===== src/rtl/vga_timing_gen_pkg.sv =====
// Shared widths, default timing, text-mode encoding and small helpers for the
// VGA timing / text-cell generator.
package vga_timing_gen_pkg;

  localparam int COORDINATE_WIDTH = 11;
  localparam int CHARWIDTH        = 3;
  localparam int CHARHEIGHT       = 4;
  localparam int TEXTCOLS         = 7;
  localparam int TEXTROWS         = 6;

  typedef logic [COORDINATE_WIDTH-1:0] coord_t;

  typedef enum logic {
    MODE_H0 = 1'b0,
    MODE_H1 = 1'b1
  } text_mode_e;

  // 800x600 @ 72 Hz from a 50 MHz pixel clock
  localparam int H_VISIBLE_DEF    = 800;
  localparam int H_FRONT_DEF      = 56;
  localparam int H_SYNC_DEF       = 120;
  localparam int H_BACK_DEF       = 64;
  localparam int V_VISIBLE_DEF    = 600;
  localparam int V_FRONT_DEF      = 37;
  localparam int V_SYNC_DEF       = 6;
  localparam int V_BACK_DEF       = 23;
  localparam int CHAR_W_DEF       = 8;
  localparam int CHAR_H0_DEF      = 10;
  localparam int CHAR_H1_DEF      = 16;
  localparam int LOAD_LEAD_DEF    = 4;
  localparam int BLINK_FRAMES_DEF = 36;

  function automatic int span_total(input int visible, input int front,
                                    input int sync, input int back);
    return back + visible + front + sync;
  endfunction

  function automatic logic in_span(input coord_t pos, input coord_t lo, input coord_t hi);
    return (pos >= lo) && (pos < hi);
  endfunction

endpackage


===== src/rtl/vga_cell_counter.sv =====
// Next-state step for a cell counter: restart at a position, count modulo a
// runtime modulus, and carry into a cell index on each wrap.
module vga_cell_counter #(
  parameter int CNT_W = 3,
  parameter int IDX_W = 7
) (
  input  logic [CNT_W-1:0] cnt,
  input  logic [IDX_W-1:0] idx,
  input  logic             clear,
  input  logic             start,
  input  logic             step,
  input  logic [CNT_W:0]   modulus,
  output logic [CNT_W-1:0] cnt_nxt,
  output logic [IDX_W-1:0] idx_nxt
);

  always_comb begin
    // NOTE: every always_comb output gets a default first so no path can infer a latch.
    cnt_nxt = cnt;
    idx_nxt = idx;
    if (clear || start) begin
      cnt_nxt = '0;
      idx_nxt = '0;
    end else if (step) begin
      if ({1'b0, cnt} == modulus - (CNT_W + 1)'(1)) begin
        cnt_nxt = '0;
        idx_nxt = idx + IDX_W'(1);
      end else begin
        cnt_nxt = cnt + CNT_W'(1);
      end
    end
  end

endmodule


===== src/rtl/vga_timing_gen.sv =====
// VGA sync, pixel/cell coordinates and glyph strobes; every output is a register
// fed from next-state values. Optional blink counter: VGA_TIMING_BLINK_EN.
module vga_timing_gen
  import vga_timing_gen_pkg::*;
#(
  parameter int H_VISIBLE    = H_VISIBLE_DEF,
  parameter int H_FRONT      = H_FRONT_DEF,
  parameter int H_SYNC       = H_SYNC_DEF,
  parameter int H_BACK       = H_BACK_DEF,
  parameter int V_VISIBLE    = V_VISIBLE_DEF,
  parameter int V_FRONT      = V_FRONT_DEF,
  parameter int V_SYNC       = V_SYNC_DEF,
  parameter int V_BACK       = V_BACK_DEF,
  parameter int CHAR_W       = CHAR_W_DEF,
  parameter int CHAR_H0      = CHAR_H0_DEF,
  parameter int CHAR_H1      = CHAR_H1_DEF,
  parameter int LOAD_LEAD    = LOAD_LEAD_DEF,
  parameter int BLINK_FRAMES = BLINK_FRAMES_DEF
) (
  input  logic                        clk,
  input  logic                        reset,
  input  logic                        mode_req,
  output logic                        mode,
  output logic                        hsync,
  output logic                        vsync,
  output logic [COORDINATE_WIDTH-1:0] xpos,
  output logic [COORDINATE_WIDTH-1:0] ypos,
  output logic [CHARWIDTH-1:0]        xchar,
  output logic [CHARHEIGHT-1:0]       ychar,
  output logic [TEXTCOLS-1:0]         xtext,
  output logic [TEXTROWS-1:0]         ytext,
  output logic                        clk_load_char,
  output logic                        clk_draw_char,
  output logic                        drawing,
  output logic                        line_start,
  output logic                        frame_start,
  output logic                        blink
);

  localparam int H_TOTAL = span_total(H_VISIBLE, H_FRONT, H_SYNC, H_BACK);
  localparam int V_TOTAL = span_total(V_VISIBLE, V_FRONT, V_SYNC, V_BACK);

  localparam coord_t H_LAST     = coord_t'(H_TOTAL - 1);
  localparam coord_t H_VIS_LO   = coord_t'(H_BACK);
  localparam coord_t H_VIS_HI   = coord_t'(H_BACK + H_VISIBLE);
  localparam coord_t H_SYNC_LO  = coord_t'(H_BACK + H_VISIBLE + H_FRONT);
  localparam coord_t V_LAST     = coord_t'(V_TOTAL - 1);
  localparam coord_t V_VIS_LO   = coord_t'(V_BACK);
  localparam coord_t V_VIS_HI   = coord_t'(V_BACK + V_VISIBLE);
  localparam coord_t V_SYNC_LO  = coord_t'(V_BACK + V_VISIBLE + V_FRONT);
  localparam coord_t LOAD_FIRST = coord_t'(H_BACK - LOAD_LEAD);
  // Loads for k >= 1 land LOAD_LEAD pixels before the end of the previous cell.
  localparam coord_t LOAD_LIMIT = coord_t'(H_BACK + H_VISIBLE - LOAD_LEAD);

  localparam logic [CHARWIDTH-1:0]  LOAD_PHASE = CHARWIDTH'(CHAR_W - LOAD_LEAD);
  localparam logic [CHARWIDTH:0]    CELL_W     = (CHARWIDTH + 1)'(CHAR_W);
  localparam logic [CHARHEIGHT:0]   CELL_H0    = (CHARHEIGHT + 1)'(CHAR_H0);
  localparam logic [CHARHEIGHT:0]   CELL_H1    = (CHARHEIGHT + 1)'(CHAR_H1);

  if (LOAD_LEAD < 1 || LOAD_LEAD >= CHAR_W || BLINK_FRAMES < 1) begin : g_param_check
    $error("vga_timing_gen: LOAD_LEAD must be 1..CHAR_W-1 and BLINK_FRAMES >= 1");
  end

  // Low during reset so the first edge after release lands on (0,0).
  logic                 running;
  coord_t               x_nxt, y_nxt;
  logic                 h_vis_nxt, v_vis_nxt;
  logic                 line_start_nxt, frame_start_nxt;
  logic                 load_first, load_nxt, draw_nxt;
  text_mode_e           mode_nxt;
  logic [CHARWIDTH-1:0] xchar_nxt;
  logic [TEXTCOLS-1:0]  xcol, xcol_nxt, xtext_nxt;
  logic [CHARHEIGHT-1:0] ychar_nxt;
  logic [TEXTROWS-1:0]  ytext_nxt;

  always_comb begin
    x_nxt = '0;
    y_nxt = '0;
    if (running) begin
      x_nxt = (xpos == H_LAST) ? '0 : xpos + coord_t'(1);
      y_nxt = ypos;
      if (xpos == H_LAST) y_nxt = (ypos == V_LAST) ? '0 : ypos + coord_t'(1);
    end
  end

  assign h_vis_nxt       = in_span(x_nxt, H_VIS_LO, H_VIS_HI);
  assign v_vis_nxt       = in_span(y_nxt, V_VIS_LO, V_VIS_HI);
  assign line_start_nxt  = (x_nxt == '0);
  assign frame_start_nxt = line_start_nxt && (y_nxt == '0);

  // mode_req is captured on the last pixel of the frame, so mode only moves with frame_start.
  assign mode_nxt = (running && xpos == H_LAST && ypos == V_LAST) ? text_mode_e'(mode_req)
                                                                   : text_mode_e'(mode);

  vga_cell_counter #(.CNT_W(CHARWIDTH), .IDX_W(TEXTCOLS)) u_x_cell (
    .cnt     (xchar),
    .idx     (xcol),
    .clear   (!h_vis_nxt),
    .start   (x_nxt == H_VIS_LO),
    .step    (1'b1),
    .modulus (CELL_W),
    .cnt_nxt (xchar_nxt),
    .idx_nxt (xcol_nxt)
  );

  vga_cell_counter #(.CNT_W(CHARHEIGHT), .IDX_W(TEXTROWS)) u_y_cell (
    .cnt     (ychar),
    .idx     (ytext),
    .clear   (!v_vis_nxt),
    .start   (y_nxt == V_VIS_LO),
    .step    (line_start_nxt),
    .modulus ((mode_nxt == MODE_H1) ? CELL_H1 : CELL_H0),
    .cnt_nxt (ychar_nxt),
    .idx_nxt (ytext_nxt)
  );

  assign load_first = (x_nxt == LOAD_FIRST);
  assign load_nxt   = v_vis_nxt && (load_first ||
                      (h_vis_nxt && xchar_nxt == LOAD_PHASE && x_nxt < LOAD_LIMIT));
  assign draw_nxt   = v_vis_nxt && h_vis_nxt && (xchar_nxt == '0);

  always_comb begin
    xtext_nxt = xtext;
    if (load_nxt) xtext_nxt = load_first ? '0 : xcol_nxt + TEXTCOLS'(1);
  end

  // NOTE: asynchronous reset drives every flop; sync outputs idle high, the rest clear.
  always_ff @(posedge clk or posedge reset) begin
    if (reset) begin
      running       <= 1'b0;
      xpos          <= '0;
      ypos          <= '0;
      xchar         <= '0;
      xcol          <= '0;
      ychar         <= '0;
      xtext         <= '0;
      ytext         <= '0;
      mode          <= 1'b0;
      hsync         <= 1'b1;
      vsync         <= 1'b1;
      drawing       <= 1'b0;
      clk_load_char <= 1'b0;
      clk_draw_char <= 1'b0;
      line_start    <= 1'b0;
      frame_start   <= 1'b0;
    end else begin
      // NOTE: sequential state uses non-blocking assignment so all flops update together.
      running       <= 1'b1;
      xpos          <= x_nxt;
      ypos          <= y_nxt;
      xchar         <= xchar_nxt;
      xcol          <= xcol_nxt;
      ychar         <= ychar_nxt;
      xtext         <= xtext_nxt;
      ytext         <= ytext_nxt;
      mode          <= mode_nxt;
      hsync         <= ~(x_nxt >= H_SYNC_LO);
      vsync         <= ~(y_nxt >= V_SYNC_LO);
      drawing       <= h_vis_nxt && v_vis_nxt;
      clk_load_char <= load_nxt;
      clk_draw_char <= draw_nxt;
      line_start    <= line_start_nxt;
      frame_start   <= frame_start_nxt;
    end
  end

`ifdef VGA_TIMING_BLINK_EN
  localparam int BLINK_W = $clog2(BLINK_FRAMES + 1);
  localparam logic [BLINK_W-1:0] BLINK_LAST = BLINK_W'(BLINK_FRAMES - 1);

  logic [BLINK_W-1:0] frame_cnt;

  always_ff @(posedge clk or posedge reset) begin
    if (reset) begin
      frame_cnt <= '0;
      blink     <= 1'b0;
    end else if (frame_start_nxt) begin
      if (frame_cnt == BLINK_LAST) begin
        frame_cnt <= '0;
        blink     <= ~blink;
      end else begin
        frame_cnt <= frame_cnt + BLINK_W'(1);
      end
    end
  end
`else
  assign blink = 1'b0;
`endif

endmodule


===== config.mk =====
export PLATFORM = sky130hd
export DESIGN_NAME = vga_timing_gen
export DESIGN_NICKNAME = d
export VERILOG_FILES = /design/src/rtl/vga_timing_gen_pkg.sv /design/src/rtl/vga_cell_counter.sv /design/src/rtl/vga_timing_gen.sv
export SDC_FILE = /design/constraint.sdc
export NUM_CORES = 1
export LEC_CHECK = 0
export CORE_MARGIN = 1.5
export CORE_UTILIZATION = 46
export CTS_CLUSTER_DIAMETER = 120
export CTS_CLUSTER_SIZE = 10
export DETAILED_ROUTE_END_ITERATION = 12
export PLACE_DENSITY = 0.71
export SYNTH_ARGS = -nofsm -noshare
export SYNTH_HDL_FRONTEND = slang
export SYNTH_HIERARCHICAL = 1
export SYNTH_SLANG_ARGS = --single-unit

===== constraint.sdc =====
create_clock -name clk -period 8.3 [get_ports clk]
set_clock_uncertainty 0.05 [all_clocks]
set_input_delay 1.245 -clock clk [delete_from_list [all_inputs] [get_ports clk]]
set_output_delay 1.245 -clock clk [all_outputs]
set_load 0.05 [all_outputs]

Word level (Yosys, flattened, before mapping)
Cells that the tools add are included.
{"block": "totals", "reg_bits": 58, "in_bits": 3, "out_inout_bits": 51, "elab_cells": 80}
{"block": "classes", "addsub": 8, "n_lt_le_gt_ge": 7, "eq_ne": 8, "mux": 18, "n_bitwise": 2, "n_reduce_logical": 21}
{"cell": "$mux 11", "n": 5}
{"cell": "$lt 11x10->1 const B", "n": 3}
{"cell": "$add 11x1->11 const B", "n": 2}
{"cell": "$ge 11x10->1 const B", "n": 2}
{"cell": "$logic_not 11->1", "n": 2}
{"cell": "$mux 7", "n": 3}
{"cell": "$mux 6", "n": 3}
{"cell": "$add 7x1->7 const B", "n": 2}
{"cell": "$mux 4", "n": 3}
{"cell": "$eq 11x10->1 const B", "n": 1}
{"cell": "$eq 11x11->1 const B", "n": 1}
{"cell": "$eq 11x5->1 const B", "n": 1}
{"cell": "$eq 11x6->1 const B", "n": 1}
{"cell": "$eq 11x7->1 const B", "n": 1}
{"cell": "$ge 11x5->1 const B", "n": 1}
{"cell": "$ge 11x7->1 const B", "n": 1}
{"cell": "$logic_and 1x1->1", "n": 10}
{"cell": "$add 6x1->6 const B", "n": 1}
{"cell": "$eq 3x3->1 const B", "n": 2}
{"cell": "$mux 3", "n": 2}
{"cell": "$eq 4x5->1", "n": 1}
{"cell": "$mux 5", "n": 1}
{"cell": "$sub 5x1->5 const B", "n": 1}
{"cell": "$add 4x1->4 const B", "n": 1}
{"cell": "8 further kinds", "n": 13}

Depth between registers and ports, before layout
{"block": "depth", "ltp_word": 13, "depth_mapped": 17, "depth_no_buf": 15}

Cells and area by module
Netlist, hierarchy kept.
{"module": "vga_timing_gen", "n_inst": 1, "cells_each": 278, "area_per_inst_um2": 3057.9, "seq_area_each_um2": 1453.9}
{"module": "vga_cell_counter (u_x_cell)", "n_inst": 1, "cells_each": 57, "area_per_inst_um2": 414.1, "seq_area_each_um2": 0.0}
{"module": "vga_cell_counter (u_y_cell)", "n_inst": 1, "cells_each": 54, "area_per_inst_um2": 366.6, "seq_area_each_um2": 0.0}

Worst setup path after synthesis
OpenSTA, ideal clock, no wires.
{"block": "synth_path", "path_kind": "register -> register", "from": "register xpos[0]", "to": "register xtext[6]", "setup_ns": 0.078, "arrival_time_ns": 3.880, "t_required_ns": 8.172, "slack_ns": 4.292, "path_stages_with_launch": 16, "n_path_buf": 1, "synth_period_minus_slack_ns": 4.008, "cell_sequence": "dfrtp_1 ha_1 nand3_1 nor4_1 xor2_1 a311o_1 or2_2 clkbuf_1 nor2_1 nand2_1 mux2i_1 ha_1 and3_1 nand3_1 xor2_1 o2bb2ai_1"}
{"block": "synth_via", "word_cells_on_any_way": 26, "classes_between": "add/sub: 2; order compare: 5; eq/ne: 4; mux: 7; reduce/logical: 8"}
{"element": "start: declaration", "line": "vga_timing_gen.sv:26", "source": "output logic [COORDINATE_WIDTH-1:0] xpos,"}
{"element": "start signal: assignment", "line": "vga_timing_gen.sv:149", "source": "xpos <= x_nxt;"}
{"element": "$add 11x1->11 / $eq 11x11->1 (equally long branches)", "line": "vga_timing_gen.sv:80", "source": "x_nxt = (xpos == H_LAST) ? '0 : xpos + coord_t'(1);"}
{"element": "$mux 11 *", "line": "vga_timing_gen.sv:80"}
{"element": "$mux 11 *", "line": "vga_timing_gen.sv:79", "source": "if (running) begin"}
{"element": "$ge 11x7->1 / $lt 11x10->1 (equally long branches)", "line": "vga_timing_gen_pkg.sv:39", "source": "return (pos >= lo) && (pos < hi);"}
{"element": "$logic_and 1x1->1", "line": "vga_timing_gen_pkg.sv:39"}
{"element": "$logic_not 1->1", "line": "vga_timing_gen.sv:98", "source": ".clear (!h_vis_nxt),"}
{"element": "$logic_or 1x1->1 *", "line": "vga_cell_counter.sv:21", "source": "if (clear || start) begin"}
{"element": "$mux 7 *", "line": "vga_cell_counter.sv:21"}
{"element": "named net xcol_nxt[0]", "line": "vga_timing_gen.sv:72", "source": "logic [TEXTCOLS-1:0] xcol, xcol_nxt, xtext_nxt;"}
{"element": "$add 7x1->7 *", "line": "vga_timing_gen.sv:124", "source": "if (load_nxt) xtext_nxt = load_first ? '0 : xcol_nxt + TEXTCOLS'(1);"}
{"element": "$mux 7 *", "line": "vga_timing_gen.sv:124"}
{"element": "end signal: assignment", "line": "vga_timing_gen.sv:154", "source": "xtext <= xtext_nxt;"}
{"element": "end: declaration", "line": "vga_timing_gen.sv:30", "source": "output logic [TEXTCOLS-1:0] xtext,"}
The timed path passes the listed nets; every way through them passes the cells marked *.
A chain may end at the register's enable or synchronous reset.

Worst setup path in the final report
{"block": "layout_path", "from": "register xpos[0]", "to": "register xtext[6]"}
{"block": "layout_via", "word_cells_on_any_way": 26, "classes_between": "add/sub: 2; order compare: 5; eq/ne: 4; mux: 7; reduce/logical: 8"}
{"element": "$add 11x1->11 / $eq 11x11->1 (equally long branches)", "line": "vga_timing_gen.sv:80"}
{"element": "$mux 11 *", "line": "vga_timing_gen.sv:80"}
{"element": "$mux 11 *", "line": "vga_timing_gen.sv:79"}
{"element": "named net x_nxt[8]", "line": "vga_timing_gen.sv:66", "source": "coord_t x_nxt, y_nxt;"}
{"element": "$ge 11x7->1 / $lt 11x10->1 (equally long branches)", "line": "vga_timing_gen_pkg.sv:39"}
{"element": "$logic_and 1x1->1", "line": "vga_timing_gen_pkg.sv:39"}
{"element": "$logic_not 1->1", "line": "vga_timing_gen.sv:98"}
{"element": "$logic_or 1x1->1 *", "line": "vga_cell_counter.sv:21"}
{"element": "$mux 7 *", "line": "vga_cell_counter.sv:21"}
{"element": "named net xcol_nxt[0]", "line": "vga_timing_gen.sv:72"}
{"element": "$add 7x1->7 *", "line": "vga_timing_gen.sv:124"}
{"element": "$mux 7 *", "line": "vga_timing_gen.sv:124"}
Marks and branches as above.

==> impl_metrics.toml <==
[die]
die_x_um = 94.4
num_io_pins = 54
die_y_um = 94.4
fp-row-count = 33
start_util_pct = 47.2
dieArea_um2 = 8900
coreArea_um2 = 8130

[power_and_ir_drop]
powerDensity_nw_per_um2 = 123
ir_drop_uv = 85.4
leakagePower_nw = 1.84

[worst_setup_path]
arrival_ns = 4.53
reg2reg_slack_ns = 3.94
critPathMaxFanout = 10
crit_start = "xpos[0]"
r2r_end = "xtext[6]"
reg2reg_from = "xpos[0]"
reg2reg_depth = 15
crit_type = "reg -> reg"
endpoint_kind = "flip-flop"
start_kind = "flip-flop"
crit_required_ns = 8.47

[route]
first_pass_iters = 4
wl_um = 8460
drc_errors = 0
vias = 3088
drtIter0Drc = 98
ant_nets = 0
vias_per_cell = 5.44
routedWlPerCell_um = 14.9

[global_route]
grt_pass1_wl_um = 14300
grt_pass1_vias = 2904
grt_max_degree = 59
grt.total_usage_pct = 20.8
antenna_found_initial = 0
overflow = 0

[cts]
numClockSinks = 58
cts_tree = "yes"
cts_resized = 0
root_buffer = "clkbuf_8"
cts_setup_buffers = 0
clk_path_buf_depth = 2
worstSkewPairLatency_ns = 0.34
clk_pin_slew_ns = 0.07
cts_made_buffers = 9
htree_levels = 3
hold_buffers = 0

[logic_synthesis]
synth_top_area_share_pct = 36.5
synth-seq-area-share_pct = 37.9
synth_top_family_by_area = "simple AND/OR/NAND/NOR gates"
netlist_area_um2 = 3840
yosys.cell_types.count = 76
synth-xor-area-share_pct = 8.83
async_reset_ff_share_pct = 100
synth-edff-count = 0
ys.warnings.count = 6
synth_adder_area_share_pct = 3.26
synth-simple-area-share_pct = 25.7
yosys.area.top_type = "dfrtp_1"
synthTopCellsByArea = "dfrtp_1 (37%), xor2_1 (4.1%), xnor2_1 (3.9%)"
synth_compound_area_share_pct = 15.0
synthFlopType = "dfrtp_1"
netlist_instances = 389
ys_seq_elements = 58
yosys-mux-area-fraction_pct = 3.65
syn_area_per_cell_um2 = 9.87

[min_path]
holdPathEnd = "xtext[2]"
whs_path_depth = 1
hp-start = "xtext[2]"
hold_path.class = "reg -> reg"

[timing]
fin_crit_ns = 4.36
period_share_pct = 52.5
final-setup-viol-count = 0
rsz0062_at_grt = "no"
worst_pin_slew_ns = 0.852
hold_viol = 0
report.final.slew_viol_count = 0
tns_ns = 0
max_freq_mhz = 229
slew_headroom_pct = 43.1

[final_layout]
n_fill_cell = 725
diodes = 0
drive_gt1_share_pct = 11.0
final_cell_mix = "dfrtp_1 (56), clkdlybuf4s50_1 (52), nor2_1 (30)"
fin_util_pct = 56.7
area_growth_pct = 20.1
fin_nets = 471
final_common_cell = "dfrtp_1"

[flow_run]
cap_viol_max_count = 0

[placement]
hpwl_um = 6230
globalplace.congestion = 0.891
portBuffers = 52

[run_status]
outcome = "finished clean"
-- worst max-delay path by stage --
stage               slack [ns]  cells past startpoint  endpoint
floorplan                 4.29                     15  xtext[6]
global placement          4.13                     15  xtext[6]
detailed placement        3.99                     15  xtext[6]
CTS                       3.94                     15  xtext[6]
global route              3.46                     15  xtext[6]
finish                    3.94                     15  xtext[6]
-- Yosys cell counts, drive strengths merged, types with 4 or more instances --
cell,n
dfrtp,56
xor2,18
or3,13
o2bb2ai,7
and3,10
nand3,27
or4,4
and2,12
clkbuf,13
buf,6
ha,10
mux2i,14
a21oi,9
o31ai,4
a211oi,6
nor4,9
nor3,10
xnor2,19
nand2,21
nand4,11
nor2,31
inv,15
o21ai,11
-- worst max-delay path: stages, from the launching register on --
cell,delay (ns)
dfrtp_1,0.43
ha_1,0.23
nand3_1,0.25
o21a_1,0.26
o21ai_0,0.38
inv_1,0.14
or3_1,0.44
nor3_1,0.68
nor2_1,0.30
nand2_1,0.14
mux2i_1,0.14
ha_1,0.26
and3_1,0.21
nand3_1,0.10
xor2_1,0.17
o2bb2ai_1,0.08
-- per-stage QoR --
| stage | instances | worst slack [ns] | hold WS (ns) | cell area, µm² | total power [mW] |
|---|---|---|---|---|---|
| after floorplan | 413 | 4.29 | 0.481 | 3930 | 0.327 |
| after global placement | 552 | 4.13 | 0.431 | 4430 | 0.337 |
| after detailed placement | 552 | 3.99 | 0.437 | 4430 | 0.338 |
| after CTS | 568 | 3.94 | 0.455 | 4610 | 0.575 |
| after global routing | 568 | 3.46 | 0.462 | 4610 | 0.594 |
| final | 568 | 3.94 | 0.449 | 4610 | 0.568 |
-- cell families after synthesis --
kind of cell	count (synthesis)
adder cells (fa/ha/maj)	10
multiplexers	14
AND/OR/NAND/NOR	166
flip-flops	58
AO/OA/AOI/OAI	68
XOR/XNOR	37
buffers and inverters	34
other	2
-- power breakdown --
group,switching (mW),total [mW],internal [mW]
Combinational,0.0302,0.0433,0.0131
Sequential,0.00341,0.289,0.285
Clock,0.120,0.236,0.116
Total,0.153,0.568,0.415
-- area by class of cell --
cell class | instances | area, µm² | share of cell area [%]
clock buffer | 10 | 138 | 2.98
clock inverter | 6 | 41.3 | 0.895
inverter | 15 | 56.3 | 1.22
multi-input combinational | 321 | 2260 | 49.1
sequential | 58 | 1450 | 31.5
tap | 105 | 131 | 2.85
timing repair buffer | 53 | 528 | 11.4
-- per-layer routing --
| metal | up-vias | track usage (%) | wire (µm) |
|---|---|---|---|
| met5 | - | 0 | 0 |
| met4 | 0 | 9.20 | 160 |
| met3 | 15 | 2.66 | 281 |
| met2 | 71 | 31.2 | 3880 |
| met1 | 1464 | 29.9 | 4140 |
| li1 | 1538 | - | - |
-- sequential cells by signal, summed over array words and instances (netlist names) --
name	count
clk_load_char	1
xcol	7
frame_start	1
drawing	1
mode	1
xtext	7
xchar	3
ychar	4
line_start	1
running	1
ypos	11
xpos	11
hsync	1
ytext	6
clk_draw_char	1
vsync	1
No activity file was read; power rests on OpenSTA's default activity.
